**src/rtl/alu_pkg.sv**
```systemverilog
// Shared definitions for the ALU sharing sequencer: data width, ALU op codes, FSM states.
package alu_pkg;

  localparam int unsigned XLEN = 32;

  localparam logic [3:0] ALU_AND = 4'b0000;
  localparam logic [3:0] ALU_OR  = 4'b0001;
  localparam logic [3:0] ALU_ADD = 4'b0010;
  localparam logic [3:0] ALU_XOR = 4'b0011;
  localparam logic [3:0] ALU_SLT = 4'b0100;
  localparam logic [3:0] ALU_SLL = 4'b0101;
  localparam logic [3:0] ALU_SUB = 4'b0110;
  localparam logic [3:0] ALU_SRL = 4'b1001;
  localparam logic [3:0] ALU_SRA = 4'b1010;

  typedef enum logic [1:0] {
    ST_IDLE = 2'd0,
    ST_EXEC = 2'd1,
    ST_RESP = 2'd2
  } state_e;

endpackage

```
**src/rtl/ALU_unit.sv**
```systemverilog
// Combinational 32-bit ALU; unknown op codes yield result 0 with zero set.
module ALU_unit
  import alu_pkg::*;
(
  input  logic [3:0]      ALU_control,
  input  logic [XLEN-1:0] A,
  input  logic [XLEN-1:0] B,
  output logic [XLEN-1:0] ALU_Result,
  output logic            zero
);

  logic [4:0] shamt;
  assign shamt = B[4:0];

  always_comb begin
    ALU_Result = '0;
    case (ALU_control)
      ALU_AND: ALU_Result = A & B;
      ALU_OR:  ALU_Result = A | B;
      ALU_ADD: ALU_Result = A + B;
      ALU_XOR: ALU_Result = A ^ B;
      ALU_SLT: ALU_Result = {{(XLEN-1){1'b0}}, (A < B)};
      ALU_SLL: ALU_Result = A << shamt;
      ALU_SUB: ALU_Result = A - B;
      ALU_SRL: ALU_Result = A >> shamt;
      ALU_SRA: ALU_Result = XLEN'($signed(A) >>> shamt);
      default: ALU_Result = '0;
    endcase
    zero = (ALU_Result == '0);
  end

endmodule

```
**src/rtl/alu_share_arbiter.sv**
```systemverilog
// Round-robin sequencer sharing one ALU_unit between two valid/ready requesters.
// One operation in flight: accept (IDLE) -> compute (EXEC) -> hold result until taken (RESP).
module alu_share_arbiter #(
  parameter int unsigned XLEN  = 32,
  parameter int unsigned CNT_W = 16
) (
  input  logic              clk,
  input  logic              reset,
  input  logic [1:0]        req_valid,
  output logic [1:0]        req_ready,
  input  logic [7:0]        req_op,
  input  logic [2*XLEN-1:0] req_a,
  input  logic [2*XLEN-1:0] req_b,
  output logic [1:0]        rsp_valid,
  input  logic [1:0]        rsp_ready,
  output logic [XLEN-1:0]   rsp_result,
  output logic              rsp_zero,
  output logic              busy,
  output logic [CNT_W-1:0]  ops_done
);

  import alu_pkg::*;

  state_e            state_q, state_d;
  logic              last_grant_q, last_grant_d;
  logic              owner_q, owner_d;
  logic [3:0]        op_q, op_d;
  logic [XLEN-1:0]   a_q, a_d;
  logic [XLEN-1:0]   b_q, b_d;
  logic [XLEN-1:0]   result_q, result_d;
  logic              zero_q, zero_d;
  logic [1:0]        rsp_valid_q, rsp_valid_d;
  logic              busy_q, busy_d;
  logic [CNT_W-1:0]  ops_done_q, ops_done_d;

  logic              grant_c;
  logic [XLEN-1:0]   alu_result;
  logic              alu_zero;

  ALU_unit u_alu (
    .ALU_control (op_q),
    .A           (a_q),
    .B           (b_q),
    .ALU_Result  (alu_result),
    .zero        (alu_zero)
  );

  // On a tie, favour the requester that did not win last time.
  always_comb begin
    grant_c = req_valid[1];
    if (req_valid == 2'b11) begin
      grant_c = ~last_grant_q;
    end
  end

  assign req_ready = ((state_q == ST_IDLE) && (req_valid != 2'b00)) ? (2'b01 << grant_c) : 2'b00;

  always_comb begin
    state_d      = state_q;
    last_grant_d = last_grant_q;
    owner_d      = owner_q;
    op_d         = op_q;
    a_d          = a_q;
    b_d          = b_q;
    result_d     = result_q;
    zero_d       = zero_q;
    rsp_valid_d  = rsp_valid_q;
    ops_done_d   = ops_done_q;

    case (state_q)
      ST_IDLE: begin
        if (req_valid != 2'b00) begin
          state_d      = ST_EXEC;
          owner_d      = grant_c;
          last_grant_d = grant_c;
          op_d         = grant_c ? req_op[7:4] : req_op[3:0];
          a_d          = grant_c ? req_a[2*XLEN-1:XLEN] : req_a[XLEN-1:0];
          b_d          = grant_c ? req_b[2*XLEN-1:XLEN] : req_b[XLEN-1:0];
        end
      end
      ST_EXEC: begin
        state_d     = ST_RESP;
        result_d    = alu_result;
        zero_d      = alu_zero;
        rsp_valid_d = 2'b01 << owner_q;
      end
      ST_RESP: begin
        if (rsp_ready[owner_q]) begin
          state_d     = ST_IDLE;
          rsp_valid_d = 2'b00;
          ops_done_d  = ops_done_q + CNT_W'(1);
        end
      end
      default: begin
        state_d     = ST_IDLE;
        rsp_valid_d = 2'b00;
      end
    endcase

    busy_d = (state_d != ST_IDLE);
  end

  always_ff @(posedge clk) begin
    if (reset) begin
      state_q      <= ST_IDLE;
      last_grant_q <= 1'b1;
      owner_q      <= 1'b0;
      op_q         <= '0;
      a_q          <= '0;
      b_q          <= '0;
      result_q     <= '0;
      zero_q       <= 1'b0;
      rsp_valid_q  <= 2'b00;
      busy_q       <= 1'b0;
      ops_done_q   <= '0;
    end else begin
      state_q      <= state_d;
      last_grant_q <= last_grant_d;
      owner_q      <= owner_d;
      op_q         <= op_d;
      a_q          <= a_d;
      b_q          <= b_d;
      result_q     <= result_d;
      zero_q       <= zero_d;
      rsp_valid_q  <= rsp_valid_d;
      busy_q       <= busy_d;
      ops_done_q   <= ops_done_d;
    end
  end

  assign rsp_valid  = rsp_valid_q;
  assign rsp_result = result_q;
  assign rsp_zero   = zero_q;
  assign busy       = busy_q;
  assign ops_done   = ops_done_q;

endmodule

```
**config.mk**
```make
export PLATFORM = sky130hd
export DESIGN_NAME = alu_share_arbiter
export DESIGN_NICKNAME = d
export VERILOG_FILES = /design/src/rtl/alu_pkg.sv /design/src/rtl/ALU_unit.sv /design/src/rtl/alu_share_arbiter.sv
export SDC_FILE = /design/constraint.sdc
export NUM_CORES = 1
export LEC_CHECK = 0
export CAP_MARGIN = 10
export CORE_MARGIN = 8
export CORE_UTILIZATION = 50
export CTS_BUF_LIST = sky130_fd_sc_hd__clkbuf_2
export DETAILED_ROUTE_END_ITERATION = 10
export PLACE_DENSITY = 0.74
export SKIP_CTS_REPAIR_TIMING = 1
export SYNTH_ARGS = -nofsm -noshare
export SYNTH_HDL_FRONTEND = slang
export SYNTH_HIERARCHICAL = 1
export SYNTH_SLANG_ARGS = --single-unit
```
**constraint.sdc**
```tcl
create_clock -name clk -period 11.1 [get_ports clk]
set_clock_uncertainty 0.05 [all_clocks]
set_input_delay 2.22 -clock clk [delete_from_list [all_inputs] [get_ports clk]]
set_output_delay 2.22 -clock clk [all_outputs]
set_load 0.02 [all_outputs]
```
==> flow_metrics.tcl <==
set metrics [dict create \
    status "completed" \
    startpoint_type "input port" \
    whs_ns 0.4209 \
    wl_met2_um 27000 \
    hp-start "rsp_result[9]$_SDFFE_PP0N_" \
    cts_root_buf "clkbuf_2" \
    die_w_um 186.3 \
    syn_inst 1906 \
    drc 0 \
    yosys.area.top_type "dfxtp_1" \
    wirelength_met1_um 25560 \
    dp_hpwl_um 47980 \
    vias 16890 \
    p_int_uw 997.0 \
    drt_iter0_drc 2880 \
    switching_share_pct 51.01 \
    slew_headroom_pct 20.53 \
    io_pins 196 \
    async_reset_ff_share_pct 0 \
    drv_cap 0 \
    p_seq_share_pct 27.8 \
    netlist.area_leader.share_pct 17.12 \
    track_usage_pct 35.64 \
    numCtsBuffers 17 \
    ys_seq_area_share_pct 17.12 \
    drtPass1Iterations 11 \
    portBuffers 195 \
    wl_met3_um 8279 \
    tightest_slew_ns 1.175 \
    cts_tree "done" \
    top_layer "met5" \
    place_congestion 1.078 \
    die_h_um 186.3 \
    power_leakage_nw 6.124 \
    p_per_area_nw_per_um2 121.0 \
    hp-class "flop to flop" \
    synth-edff-count 0 \
    critPathKind "input port to primary output" \
    yosys_warnings 6 \
    final.setup.tns_ns 0 \
    avgSynthCellArea_um2 7.606 \
    p_clk_share_pct 16.1 \
    crit_start "req_valid[0]" \
    peakVddDrop_mv 0.08634 \
    clk_path_buf_depth 2 \
    rsz0062_at_grt "false" \
    syn_area_um2 14500 \
    fin_crit_ns 6.923 \
    p_comb_share_pct 56.1 \
    grt_pass1_wl_um 94990 \
    antenna_found_initial 5 \
    rows 62 \
    initial_core_util_pct 50.65 \
    clock_latency_ns 0.84 \
    netlist-cell-type-count 99 \
    num-nets-final 2250 \
    finalMaxSlewViolations 0 \
    p_sw_mw 1.038 \
    synth_nets 2153 \
    nFillCells 2695 \
    avgViaCountPerCell 7.032 \
    core_um2 28630 \
    wl_um 63750 \
    final_cell_mix "nor2_1 (237), clkdlybuf4s50_1 (194), nand2_1 (191), a21oi_1 (148), dfxtp_1 (119)" \
    dieArea_um2 34700 \
    end_kind "primary output" \
    drive_gt1_share_pct 10.02 \
    ys_ff_latch 124 \
    finalCritPeriodShare_pct 62.36 \
    clkTransAtPathRegs_ns 0.26 \
    cts_max_level 4 \
    routedWlPerCell_um 26.54 \
    arrival_ns 4.65 \
    setup_violations 0 \
    final_common_cell "nor2_1" \
    hold_viol 0 \
    grt_pass1_vias 15600 \
    synth_top_cells_by_area "dfxtp_1 (17%), ha_1 (8.9%), mux4_2 (8.4%), nor2_1 (6.1%), a21oi_1 (5.1%)" \
    gr-total-overflow 0 \
    clkSinkCount 124 \
    syn_to_final_growth_pct 16.02 \
    cp_max_fo 69 \
    grt_max_degree 79 \
    max_freq_mhz 144.5 \
    drtAntennaViolNets 0 \
    synthFlopType "dfxtp_1" \
    critPathRequiredTime_ns 8.83 \
    reg2reg_from "b_q[0]$_SDFFE_PP0N_" \
]
[through the flow]
step | cell area, um2 | instances | utilization, % | worst slack (ns) | power, mW
floorplan | 14500 | 1906 | - | 5.681 | 1.290
finish | 16820 | 2402 | 58.76 | 4.177 | 2.035
detailed placement | 16560 | 2368 | 57.84 | 4.185 | 1.662
CTS | 16810 | 2400 | 58.74 | 4.185 | 1.990
global route | 16820 | 2402 | 58.76 | 4.087 | 2.127
global placement | 16560 | 2368 | 57.84 | 4.254 | 1.649
[routing by layer]
metal / track usage, % / vias up
li1: - / 7374
met1: 48.10 / 8030
met2: 52.93 / 1284
met3: 9.382 / 196
met4: 15.34 / 6
met5: 0 / -
[critical path, cell delays in order]
cell and delay [ns]:
clkdlybuf4s50_1 0.55, nand2_1 0.14, a2111oi_4 0.37, buf_4 0.62, clkdlybuf4s50_1 0.74
[worst paths after layout]
kind	slack, ns	end	cells after the start
max	4.18	req_ready[0]	5
min	0.42	rsp_result[9]$_SDFFE_PP0N_	2
max reg2reg	5.88	rsp_zero$_SDFFE_PP0N_	14
min reg2reg	0.42	rsp_result[9]$_SDFFE_PP0N_	2
[final cells by class]
| class | count | area, um2 | share of cell area [%] |
|---|---|---|---|
| Inverter | 108 | 405.4 | 2.410 |
| Multi-Input combinational cell | 1515 | 10910 | 64.88 |
| Clock inverter | 15 | 172.7 | 1.027 |
| Timing Repair Buffer | 237 | 2265 | 13.46 |
| Tap cell | 384 | 480.5 | 2.857 |
| Sequential cell | 124 | 2494 | 14.83 |
| Clock buffer | 17 | 85.08 | 0.5058 |
| Antenna cell | 2 | 5.005 | 0.02976 |
[cell families after synthesis]
| logic type | synth area share, % |
|---|---|
| buf+inv | 7.810 |
| xor+xnor | 1.027 |
| flops | 17.12 |
| fa+ha+maj | 9.165 |
| mux | 13.51 |
| compound gates | 29.82 |
| simple gates | 21.55 |
[sequential cells by signal (all words and copies together) (netlist names)]
signal        flops
rsp_valid         2
owner_q           1
busy              1
rsp_result       32
a_q              32
ops_done         16
last_grant_q      1
rsp_zero          1
state_q           2
op_q              4
b_q              32
[synthesized netlist by cell type (all sizes together), types with 34 or more instances]
library cell  instances
nand2               192
nor2                238
buf                  69
a222oi               69
o21ai                92
a211oi               34
mux4                 54
dfxtp               124
nor3                 51
mux2i                46
inv                 105
nand3                40
clkbuf               90
ha                  103
a21oi               148
[power groups by stage]
stage | registers, mW | logic (mW) | clock network (mW)
floorplan | 0.542 | 0.748 | 0
global placement | 0.568 | 1.08 | 0
detailed placement | 0.570 | 1.09 | 0
CTS | 0.561 | 1.10 | 0.331
global route | 0.570 | 1.21 | 0.351
finish | 0.565 | 1.14 | 0.328
Power figures use the tool's default switching activity.
